--- config.mk ---
export PLATFORM = sky130hd
export DESIGN_NAME = fp32_addtree5to1_feeder
export DESIGN_NICKNAME = d
export VERILOG_FILES = /design/src/rtl/fp32_addtree5to1_feeder_pkg.sv /design/src/rtl/fp32_addtree5to1_feeder_nibble_scatter.sv /design/src/rtl/fp32_addtree5to1_feeder.sv
export SDC_FILE = /design/constraint.sdc
export NUM_CORES = 1
export LEC_CHECK = 0
export CAP_MARGIN = 30
export CORE_AREA = 2 2 424 426
export CTS_BUF_LIST = sky130_fd_sc_hd__clkbuf_4 sky130_fd_sc_hd__clkbuf_8
export CTS_CLUSTER_DIAMETER = 150
export DETAILED_ROUTE_END_ITERATION = 10
export DIE_AREA = 0 0 426 428
export GPL_TIMING_DRIVEN = 0
export HOLD_SLACK_MARGIN = 0.06
export PLACE_DENSITY = 0.43
export SETUP_SLACK_MARGIN = 0.2
export SLEW_MARGIN = 0
export SYNTH_ARGS = -nofsm -noshare
export SYNTH_HDL_FRONTEND = slang
export SYNTH_SLANG_ARGS = --single-unit
--- constraint.sdc ---
create_clock -name clk -period 5.4 [get_ports clk]
set_input_delay 0.81 -clock clk [delete_from_list [all_inputs] [get_ports clk]]
set_output_delay 0.81 -clock clk [all_outputs]
set_load 0.05 [all_outputs]
--- src/rtl/fp32_addtree5to1_feeder_pkg.sv ---
// Shared constants and state encoding for the FP32 5-to-1 adder-tree feeder.
package fp32_addtree5to1_feeder_pkg;

  localparam int FP32_WIDTH     = 32;
  localparam int ADDTREE_NUM_CH = 8;
  localparam int ADDTREE_SLOTS  = 4;
  localparam int NIBBLE_W       = 4;
  localparam int BATCH          = ADDTREE_NUM_CH * ADDTREE_SLOTS;
  localparam int IDX_W          = $clog2(BATCH);
  localparam int REG_W          = BATCH * NIBBLE_W;
  localparam logic [IDX_W-1:0] LAST_IDX = IDX_W'(BATCH - 1);

  typedef enum logic {
    ST_FILL  = 1'b0,
    ST_ISSUE = 1'b1
  } state_t;

endpackage

--- src/rtl/fp32_addtree5to1_feeder_nibble_scatter.sv ---
// Spreads one FP32 operand across the eight source registers: nibble j goes to
// register j at slot position idx.
module fp32_nibble_scatter
  import fp32_addtree5to1_feeder_pkg::*;
(
  input  logic [IDX_W-1:0]                         idx,
  input  logic [FP32_WIDTH-1:0]                    value,
  output logic [ADDTREE_NUM_CH-1:0][REG_W-1:0]     wr_mask,
  output logic [ADDTREE_NUM_CH-1:0][REG_W-1:0]     wr_data
);

  logic [IDX_W+1:0] base;

  assign base = {idx, 2'b00};

  always_comb begin
    wr_mask = '0;
    wr_data = '0;
    for (int j = 0; j < ADDTREE_NUM_CH; j++) begin
      wr_mask[j][base +: NIBBLE_W] = '1;
      wr_data[j][base +: NIBBLE_W] = value[j*NIBBLE_W +: NIBBLE_W];
    end
  end

endmodule

--- src/rtl/fp32_addtree5to1_feeder.sv ---
// Collects a stream of FP32 operands into the adder tree's nibble-sliced
// source registers and issues each batch with a one-cycle instruction pulse.
module fp32_addtree5to1_feeder
  import fp32_addtree5to1_feeder_pkg::*;
#(
  parameter int CNT_W = 16
) (
  input  logic                  clk,
  input  logic                  rst_n,
  input  logic                  in_valid,
  output logic                  in_ready,
  input  logic [FP32_WIDTH-1:0] in_data,
  input  logic                  in_last,
  input  logic                  flush,
  input  logic                  issue_en,
  output logic                  cru_fp32addtree5to1,
  output logic [REG_W-1:0]      dvr_fp32addtree5to1_s0,
  output logic [REG_W-1:0]      dvr_fp32addtree5to1_s1,
  output logic [REG_W-1:0]      dvr_fp32addtree5to1_s2,
  output logic [REG_W-1:0]      dvr_fp32addtree5to1_s3,
  output logic [REG_W-1:0]      dvr_fp32addtree5to1_s4,
  output logic [REG_W-1:0]      dvr_fp32addtree5to1_s5,
  output logic [REG_W-1:0]      dvr_fp32addtree5to1_s6,
  output logic [REG_W-1:0]      dvr_fp32addtree5to1_s7,
  output logic                  busy,
  output logic [CNT_W-1:0]      batch_cnt
);

  state_t                                  state;
  logic [IDX_W-1:0]                        idx;
  logic [ADDTREE_NUM_CH-1:0][REG_W-1:0]    dvr;
  logic [ADDTREE_NUM_CH-1:0][REG_W-1:0]    wr_mask;
  logic [ADDTREE_NUM_CH-1:0][REG_W-1:0]    wr_data;
  logic                                    accept;
  logic                                    fire;

  assign in_ready            = (state == ST_FILL);
  assign busy                = (state == ST_ISSUE);
  assign fire                = busy & issue_en;
  assign cru_fp32addtree5to1 = fire;
  assign accept              = in_valid & in_ready;

  fp32_nibble_scatter u_scatter (
    .idx     (idx),
    .value   (in_data),
    .wr_mask (wr_mask),
    .wr_data (wr_data)
  );

  // An issue takes priority over flush: the tree samples dvr on the same edge.
  always_ff @(posedge clk or negedge rst_n) begin
    if (!rst_n) begin
      state     <= ST_FILL;
      idx       <= '0;
      dvr       <= '0;
      batch_cnt <= '0;
    end else if (fire) begin
      state     <= ST_FILL;
      idx       <= '0;
      dvr       <= '0;
      batch_cnt <= batch_cnt + 1'b1;
    end else if (flush) begin
      state <= ST_FILL;
      idx   <= '0;
      dvr   <= '0;
    end else if (accept) begin
      dvr <= (dvr & ~wr_mask) | wr_data;
      if (idx == LAST_IDX || in_last)
        state <= ST_ISSUE;
      if (idx != LAST_IDX)
        idx <= idx + 1'b1;
    end
  end

  assign dvr_fp32addtree5to1_s0 = dvr[0];
  assign dvr_fp32addtree5to1_s1 = dvr[1];
  assign dvr_fp32addtree5to1_s2 = dvr[2];
  assign dvr_fp32addtree5to1_s3 = dvr[3];
  assign dvr_fp32addtree5to1_s4 = dvr[4];
  assign dvr_fp32addtree5to1_s5 = dvr[5];
  assign dvr_fp32addtree5to1_s6 = dvr[6];
  assign dvr_fp32addtree5to1_s7 = dvr[7];

endmodule

# Word-level counts from Yosys, hierarchy flattened
# Cells that the tools add are included.
dict set report word_totals {
  ff_bits 1046
  latch_bits 0
  mem_bits_rw 0
  romBits 0
  in_bits 38
  output_inout_bits 1043
  word_cells 58
  memories 0
}
dict set report classes {
  n_addsub 3
  mul 0
  div 0
  order_cmp 0
  eq_ne 2
  n_shift 10
  muxes 11
  bitwise_logic 15
  reduce_logical 6
}
# operator n
set op_table {}
lappend op_table {{$mux 1024} 3}
lappend op_table {{$and 128x128->128} 9}
lappend op_table {{$and 1024x1024->1024} 1}
lappend op_table {{$not 1024->1024} 1}
lappend op_table {{$or 1024x1024->1024} 1}
lappend op_table {{$shiftx 4x9->128} 8}
lappend op_table {{$shift 4x9->128 const A} 1}
lappend op_table {{$shiftx 4x9->128 const A} 1}
lappend op_table {{$mux 5} 4}
lappend op_table {{$add 16x1->16 const B} 1}
lappend op_table {{$neg 7->9} 1}
lappend op_table {{$reduce_bool 3->1} 3}
lappend op_table {{$add 5x1->5 const B} 1}
lappend op_table {{$eq 5x5->1 const B} 1}
lappend op_table {{$ne 5x5->1 const B} 1}
lappend op_table {{$mux 1} 4}
lappend op_table {{$reduce_and 2->1} 2}
lappend op_table {{$and 1x1->1} 2}
lappend op_table {{$logic_or 1x1->1} 1}
lappend op_table {{$not 1->1} 1}

# Logic depth before layout (Yosys ltp)
dict set report logic_depth {
  depth_word 9
  mapped_depth 12
  ltp_nobuf 7
}

# By module
# From an unflattened synthesis, not the netlist that was laid out.
dict set report hier_totals {
  hier_cells 6032
  area_unflattened_um2 58254.6
}
# module instances cells_per_inst area_per_inst_um2 seq_area_each_um2
set by_module_without_submodules {}
lappend by_module_without_submodules {fp32_addtree5to1_feeder 1 3503 42933.7 26175.1}
lappend by_module_without_submodules {fp32_nibble_scatter 1 2529 15320.9 0.0}

# Least setup slack after synthesis
# OpenSTA, ideal clock, no wires.
dict set report synth_timing {
  path_type {register to register}
  start {reg idx[0]}
  end {reg dvr, in the netlist dvr_fp32addtree5to1_s0[82]}
  setup_ns 0.122
  t_arrival_ns 2.788
  t_required_ns 5.278
  path_slack_ns 2.491
  stages_incl_launch_ff 12
  n_path_buf 5
  synth_period_minus_slack_ns 2.909
  path_cell_list {dfrtp_1 buf_2 clkbuf_1 inv_1 ha_1 xor2_2 buf_6 buf_6 a2111oi_0 o21ai_1 clkbuf_1 a32o_1}
}
dict set report synth_via {
  elab_chain_cells 9
  elab_cells_between_ends 12
  cone_classes {1 x add/sub; 3 x shift; 3 x mux; 5 x bitwise}
}
# element line_no
set synth_rtl {}
lappend synth_rtl {{start, declared} fp32_addtree5to1_feeder.sv:30} ;# logic [IDX_W-1:0] idx;
lappend synth_rtl {{start signal, assigned} fp32_addtree5to1_feeder.sv:71} ;# idx <= idx + 1'b1;
lappend synth_rtl {{$neg 7->9 (*)} {fp32_addtree5to1_feeder_nibble_scatter.sv:20, fp32_addtree5to1_feeder_nibble_scatter.sv:21}}
lappend synth_rtl {{$shiftx 4x9->128 or $shift 4x9->128 (tied branches)} {fp32_addtree5to1_feeder_nibble_scatter.sv:20, fp32_addtree5to1_feeder_nibble_scatter.sv:21}}
lappend synth_rtl {{$and 128x128->128 (no source line)} -}
lappend synth_rtl {{$not 1024->1024} fp32_addtree5to1_feeder.sv:67} ;# dvr <= (dvr & ~wr_mask) | wr_data;
lappend synth_rtl {{$and 1024x1024->1024} fp32_addtree5to1_feeder.sv:67}
lappend synth_rtl {{$or 1024x1024->1024 (*)} fp32_addtree5to1_feeder.sv:67}
lappend synth_rtl {{$mux 1024 (*)} fp32_addtree5to1_feeder.sv:66} ;# end else if (accept) begin
lappend synth_rtl {{$mux 1024 (*)} fp32_addtree5to1_feeder.sv:62} ;# end else if (flush) begin
lappend synth_rtl {{$mux 1024 (*)} fp32_addtree5to1_feeder.sv:57} ;# end else if (fire) begin
lappend synth_rtl {{end signal, assigned} fp32_addtree5to1_feeder.sv:67}
lappend synth_rtl {{end, declared} fp32_addtree5to1_feeder.sv:31} ;# logic [ADDTREE_NUM_CH-1:0][REG_W-1:0] dvr;
# Every way passes the cells marked *; elsewhere a longest branch is shown, timed or not. The select of a mux whose other input is x is not followed.
# A chain may end at the register's enable or synchronous reset.

# Final worst setup path
dict set report layout_timing {
  start {reg idx[0]}
  end {reg dvr, in the netlist dvr_fp32addtree5to1_s4[4]}
}
# The elaborated chain is that of the path after synthesis.

==> impl_summary.md <==
Clock tree
The total clock buffers created by CTS is around 190. For the worst-skew pair, the clock arrives at the later sink with an insertion delay of 0.99 ns. The number of buffers added for setup after CTS is 0. The master cell of the clock root buffer is sky130_fd_sc_hd__clkbuf_8. The TritonCTS clock tree is built. In this run the deepest clock path goes through 3 buffers. After clock tree synthesis, the clock-pin slew on the worst setup and hold paths is 0.06 ns. In this run the number of H-tree levels came out at 4. The TritonCTS sink count is 1046.

Setup path
The worst register-to-register path ends at dvr_fp32addtree5to1_s4[4]$_DFFE_PN0P_. The register-to-register path setup slack is between 0.4 and 0.5 ns. The critical path contains buffers and inverters numbering 6 combined. The endpoint class of the critical path is a flip-flop. The cell family contributing the most delay on the critical path is buffers and inverters. The critical-path maximum fanout is 10. The cell count of the worst reg-to-reg path is 11. The source of the worst register-to-register timing path is idx[0]$_DFFE_PN0P_.

The worst setup path category is flip-flop to flip-flop. The critical path goes through buf_2, clkbuf_1, inv_1, ha_1, xor2_2, buf_6, buf_6, nor2_2, o21ai_2, clkbuf_1, o221a_2. STA puts the critical path data arrival time at between 5 and 6 ns. The critical path required time is 6.31 ns.

The cell with the biggest individual delay on the critical path is sky130_fd_sc_hd__xor2_2. STA classifies the critical path startpoint as a flip-flop. The biggest cell delay along the critical path is roughly 0.77 ns.

Synth
A synthesized cell averages around 12 µm². The total nets after synthesis is 3594. The cell area after synthesis is 43600 µm². The count of warnings emitted by yosys is 0. The dominant cell type by area after synthesis is sky130_fd_sc_hd__dfrtp_1. By area the synthesized netlist is led by sky130_fd_sc_hd__dfrtp_1 60%, sky130_fd_sc_hd__o221a_2 11%, sky130_fd_sc_hd__mux2i_1 3.7%, sky130_fd_sc_hd__o21ai_0 3.1%, sky130_fd_sc_hd__a32o_1 3.0%.

The commonest register cell after synthesis is sky130_fd_sc_hd__dfrtp_1. Yosys mapped the design onto 80 distinct sky130hd cell types. The sequential cell area fraction in the yosys report is 0.600. The count of state elements after synthesis is roughly 1000.

Counting flops with an async set or reset pin after synthesis yields a share of 1.00. Counting every instance in the synthesized netlist gives roughly 3500. The top cell type's share of synthesized area is 0.600. In this run, synthesis inferred 0 flip-flops with an integrated enable.

Pwr
Power spread over the standard cell area amounts to slightly below 300 nW/µm². The part of the power in combinational logic is 0.103. Summed over all nets, the switching power comes to 5410 µW. Cell internal power was estimated by the tool at about 13000 µW.

Of the total power, the share spent switching nets is 0.295. The share of total power dissipated in sequential elements is 0.433. Of the total power, the clock network draws 0.464. The maximum resistive drop on vdd is about 270 µV.

The leakage power figure is 0.0267 µW.

Cells and area
Fill cells in the final layout number between 15000 and 20000. The fraction of layout instances using a drive strength above 1 is 0.211. The area of the multi-input gates is between 15000 and 20000 µm². The number of nets in the final layout is roughly 4900. The area growth from synthesis to final layout is 43.1%. The sequential standard cell area is approximately 26000 µm².

STA
The worst path setup slack after routing is roughly 0.44 ns. The routed design could run at a clock period as short as about 5.0 ns. Setup violations remaining at the end of the flow were counted as 0. The final total negative setup slack is 0 ns. For this run, the top clock speed supported by timing is 202 MHz. Hold is met by around 0.21 ns.

The number of endpoints with negative hold slack in the final report is 0. The transition time of the tightest slew-check pin is around 1.1 ns. Between clock sinks in the finished design, the worst skew comes to 0.0358 ns. The worst slew margin relative to its limit is 0.275.

Of the available clock period, the critical path in the final layout requires 0.918. Setup repair after global routing left no endpoint under its margin. The number of pins with negative max-slew slack in the final report came to 0.

Die
The width of the die is about 430 µm. The die is 428 µm tall. In this run the count of I/O pins placed on the die edge is approximately 1100. The cell row count is 155. The die outline area is 182000 µm². The core region is ~180000 µm².

The initial cell density of the core is 0.245.

Placed design
Once detailed placement completed, the half-perimeter wirelength came to roughly 210 mm. The pre-CTS worst setup slack is 0.618 ns. The final weighted congestion of routability-driven global placement is 0.899.

The count of buffers added on input and output ports is ~1000.

Worst hold path
In this run the most critical hold path is launched from in_data[11]. In this run the worst hold path is classified as input pin to flip-flop. The capture endpoint of the worst hold path is dvr_fp32addtree5to1_s2[67]$_DFFE_PN0P_.

The worst hold path was traced through 2 stages.

Route
The average detailed-routed wire length per instance is between 30 and 40 µm. The total number of vias is 39700. The number of routed nets with antenna violations is 0. The wire length after detailed routing is about 270 mm. In the routed design, unresolved DRC markers number 0. The number of vias per cell after detailed routing is 5.37. The count of TritonRoute iterations in the first routing pass is 5. The first routing iteration left between 3000 and 4000 violations.

Global route
The first global-routing pass estimated roughly 370 mm of wire. The largest net degree at the start of global routing is 163. The number of antenna violations at the first check in global routing is 11. The via count of the first global-routing pass was approximately 40000.

The all-layer global routing usage is 0.292. For this run the aggregate overflow at the end of global routing stands at 0.

Run
The tool flagged a number of max-cap violations equal to 0.

Run status
The flow ran to the end, and the final reports show no timing, DRC or antenna violations.
==> registers in the layout (all words and copies together), names as in the netlist, 128 cells and up <==
signal / cells
dvr_fp32addtree5to1_s7: 128
dvr_fp32addtree5to1_s0: 128
dvr_fp32addtree5to1_s5: 128
dvr_fp32addtree5to1_s6: 128
dvr_fp32addtree5to1_s3: 128
dvr_fp32addtree5to1_s4: 128
dvr_fp32addtree5to1_s1: 128
dvr_fp32addtree5to1_s2: 128
==> cells in the final DEF, fill, tap and decap left out, types with 9 or more instances in the layout <==
master                            Yosys  layout
sky130_fd_sc_hd__nand4_1            123     123
sky130_fd_sc_hd__clkbuf_4             0      70
sky130_fd_sc_hd__diode_2              0      10
sky130_fd_sc_hd__and4_1              19      19
sky130_fd_sc_hd__a311oi_1            16      16
sky130_fd_sc_hd__nand2_1            256     256
sky130_fd_sc_hd__xnor2_1              9       9
sky130_fd_sc_hd__nor2_2               9       9
sky130_fd_sc_hd__buf_6                4      12
sky130_fd_sc_hd__nor2_1              21      21
sky130_fd_sc_hd__xor2_1              11      11
sky130_fd_sc_hd__clkbuf_8             0     242
sky130_fd_sc_hd__mux2i_1            159     159
sky130_fd_sc_hd__buf_8                0      37
sky130_fd_sc_hd__clkinv_2             0      23
sky130_fd_sc_hd__buf_4               14      30
sky130_fd_sc_hd__inv_1               22      22
sky130_fd_sc_hd__o21ai_0            270     266
sky130_fd_sc_hd__a221oi_1            11      11
sky130_fd_sc_hd__a32o_1             131     131
sky130_fd_sc_hd__clkdlybuf4s50_1      0    1048
sky130_fd_sc_hd__a21oi_1            185     181
sky130_fd_sc_hd__nand3_1            113     113
sky130_fd_sc_hd__buf_2              129     135
sky130_fd_sc_hd__o21ai_1             20      22
sky130_fd_sc_hd__clkbuf_2             1      10
sky130_fd_sc_hd__clkbuf_1           297     288
sky130_fd_sc_hd__o21ai_2              7       9
sky130_fd_sc_hd__dfrtp_1           1046    1046
sky130_fd_sc_hd__nor3_1               9       9
sky130_fd_sc_hd__a22o_1             128     128
sky130_fd_sc_hd__o221a_2            412     412
==> metrics by stage <==
step                area [µm²]  utilization  total power (µW)  std cells
floorplan                43600            -              8910       3548
global placement         57000        0.321              9940       6952
detailed placement       58100        0.327              9980       7025
CTS                      62300        0.351             18500       7379
global route             62400        0.351             18900       7387
finish                   62400        0.351             18400       7390
==> cell type report <==
| type | count | area share |
|---|---|---|
| repair buffers | 1124 | 0.185 |
| diodes | 10 | 0.000401 |
| clock inverters | 41 | 0.00632 |
| inverters | 22 | 0.00132 |
| well taps | 2355 | 0.0472 |
| clock buffers | 312 | 0.0618 |
| flip-flops and latches | 1046 | 0.420 |
| multi-input cells | 2032 | 0.247 |
| plain buffers | 448 | 0.0311 |
==> metal layers <==
metal,GRT usage,part of all wire
met4,0.141,0.055
met2,0.486,0.48
met1,0.348,0.39
met3,0.0752,0.072
met5,0,0
==> power by group through the flow <==
stage / logic (µW) / registers [µW] / clock network, µW
floorplan: 639 / 8270 / 0
global placement: 1810 / 8130 / 0
detailed placement: 1890 / 8090 / 0
CTS: 1890 / 7950 / 8690
global route: 1970 / 7950 / 9020
finish: 1890 / 7950 / 8530
==> worst max-delay path by stage <==
stage	from	to	slack [ns]	depth (start not counted)
6_report	idx[0]$_DFFE_PN0P_	dvr_fp32addtree5to1_s4[4]$_DFFE_PN0P_	0.44	11
5_1_grt	idx[0]$_DFFE_PN0P_	dvr_fp32addtree5to1_s3[102]$_DFFE_PN0P_	0.35	10
4_1_cts	idx[0]$_DFFE_PN0P_	dvr_fp32addtree5to1_s2[4]$_DFFE_PN0P_	0.57	11
3_5_place_dp	idx[0]$_DFFE_PN0P_	dvr_fp32addtree5to1_s4[4]$_DFFE_PN0P_	0.62	11
3_3_place_gp	rst_n	dvr_fp32addtree5to1_s0[114]$_DFFE_PN0P_	-48.39	1
2_1_floorplan	idx[0]$_DFFE_PN0P_	dvr_fp32addtree5to1_s0[82]$_DFFE_PN0P_	2.49	11
==> cell usage after synthesis (6+ instances only) <==
| library cell | count |
|---|---|
| sky130_fd_sc_hd__o221a_2 | 412 |
| sky130_fd_sc_hd__dfrtp_1 | 1046 |
| sky130_fd_sc_hd__a21oi_4 | 8 |
| sky130_fd_sc_hd__mux2i_1 | 159 |
| sky130_fd_sc_hd__ha_1 | 8 |
| sky130_fd_sc_hd__nand4_1 | 123 |
| sky130_fd_sc_hd__xnor2_1 | 9 |
| sky130_fd_sc_hd__o21ai_1 | 20 |
| sky130_fd_sc_hd__nand3_1 | 113 |
| sky130_fd_sc_hd__a311oi_1 | 16 |
| sky130_fd_sc_hd__inv_1 | 22 |
| sky130_fd_sc_hd__nor3_1 | 9 |
| sky130_fd_sc_hd__xor2_1 | 11 |
| sky130_fd_sc_hd__o21ai_0 | 270 |
| sky130_fd_sc_hd__a22o_1 | 128 |
| sky130_fd_sc_hd__nand2b_1 | 7 |
| sky130_fd_sc_hd__and4_1 | 19 |
| sky130_fd_sc_hd__a21oi_1 | 185 |
| sky130_fd_sc_hd__clkbuf_1 | 297 |
| sky130_fd_sc_hd__nor2_1 | 21 |
| sky130_fd_sc_hd__nand2_1 | 256 |
| sky130_fd_sc_hd__buf_2 | 129 |
| sky130_fd_sc_hd__a211oi_1 | 6 |
| sky130_fd_sc_hd__a32o_1 | 131 |
| sky130_fd_sc_hd__o21ai_2 | 7 |
| sky130_fd_sc_hd__buf_4 | 14 |
| sky130_fd_sc_hd__nor2_2 | 9 |
| sky130_fd_sc_hd__a221oi_1 | 11 |
| sky130_fd_sc_hd__o221a_1 | 8 |
| sky130_fd_sc_hd__and2_1 | 8 |
==> timing repair <==
action,4_1_cts,5_1_grt
resized for setup,0,0
endpoints found under the hold margin,132,0
hold buffers,1,0
==> cell families after synthesis <==
group / share of synthesized area
AOI/OAI and AO/OA: 0.239
adders and majority gates: 0.00230
DFF: 0.600
muxes: 0.0376
buffers and inverters: 0.0461
xor gates and xnor gates: 0.00502
and+or+nand+nor: 0.0692
No activity file was read; power rests on OpenSTA's default activity.
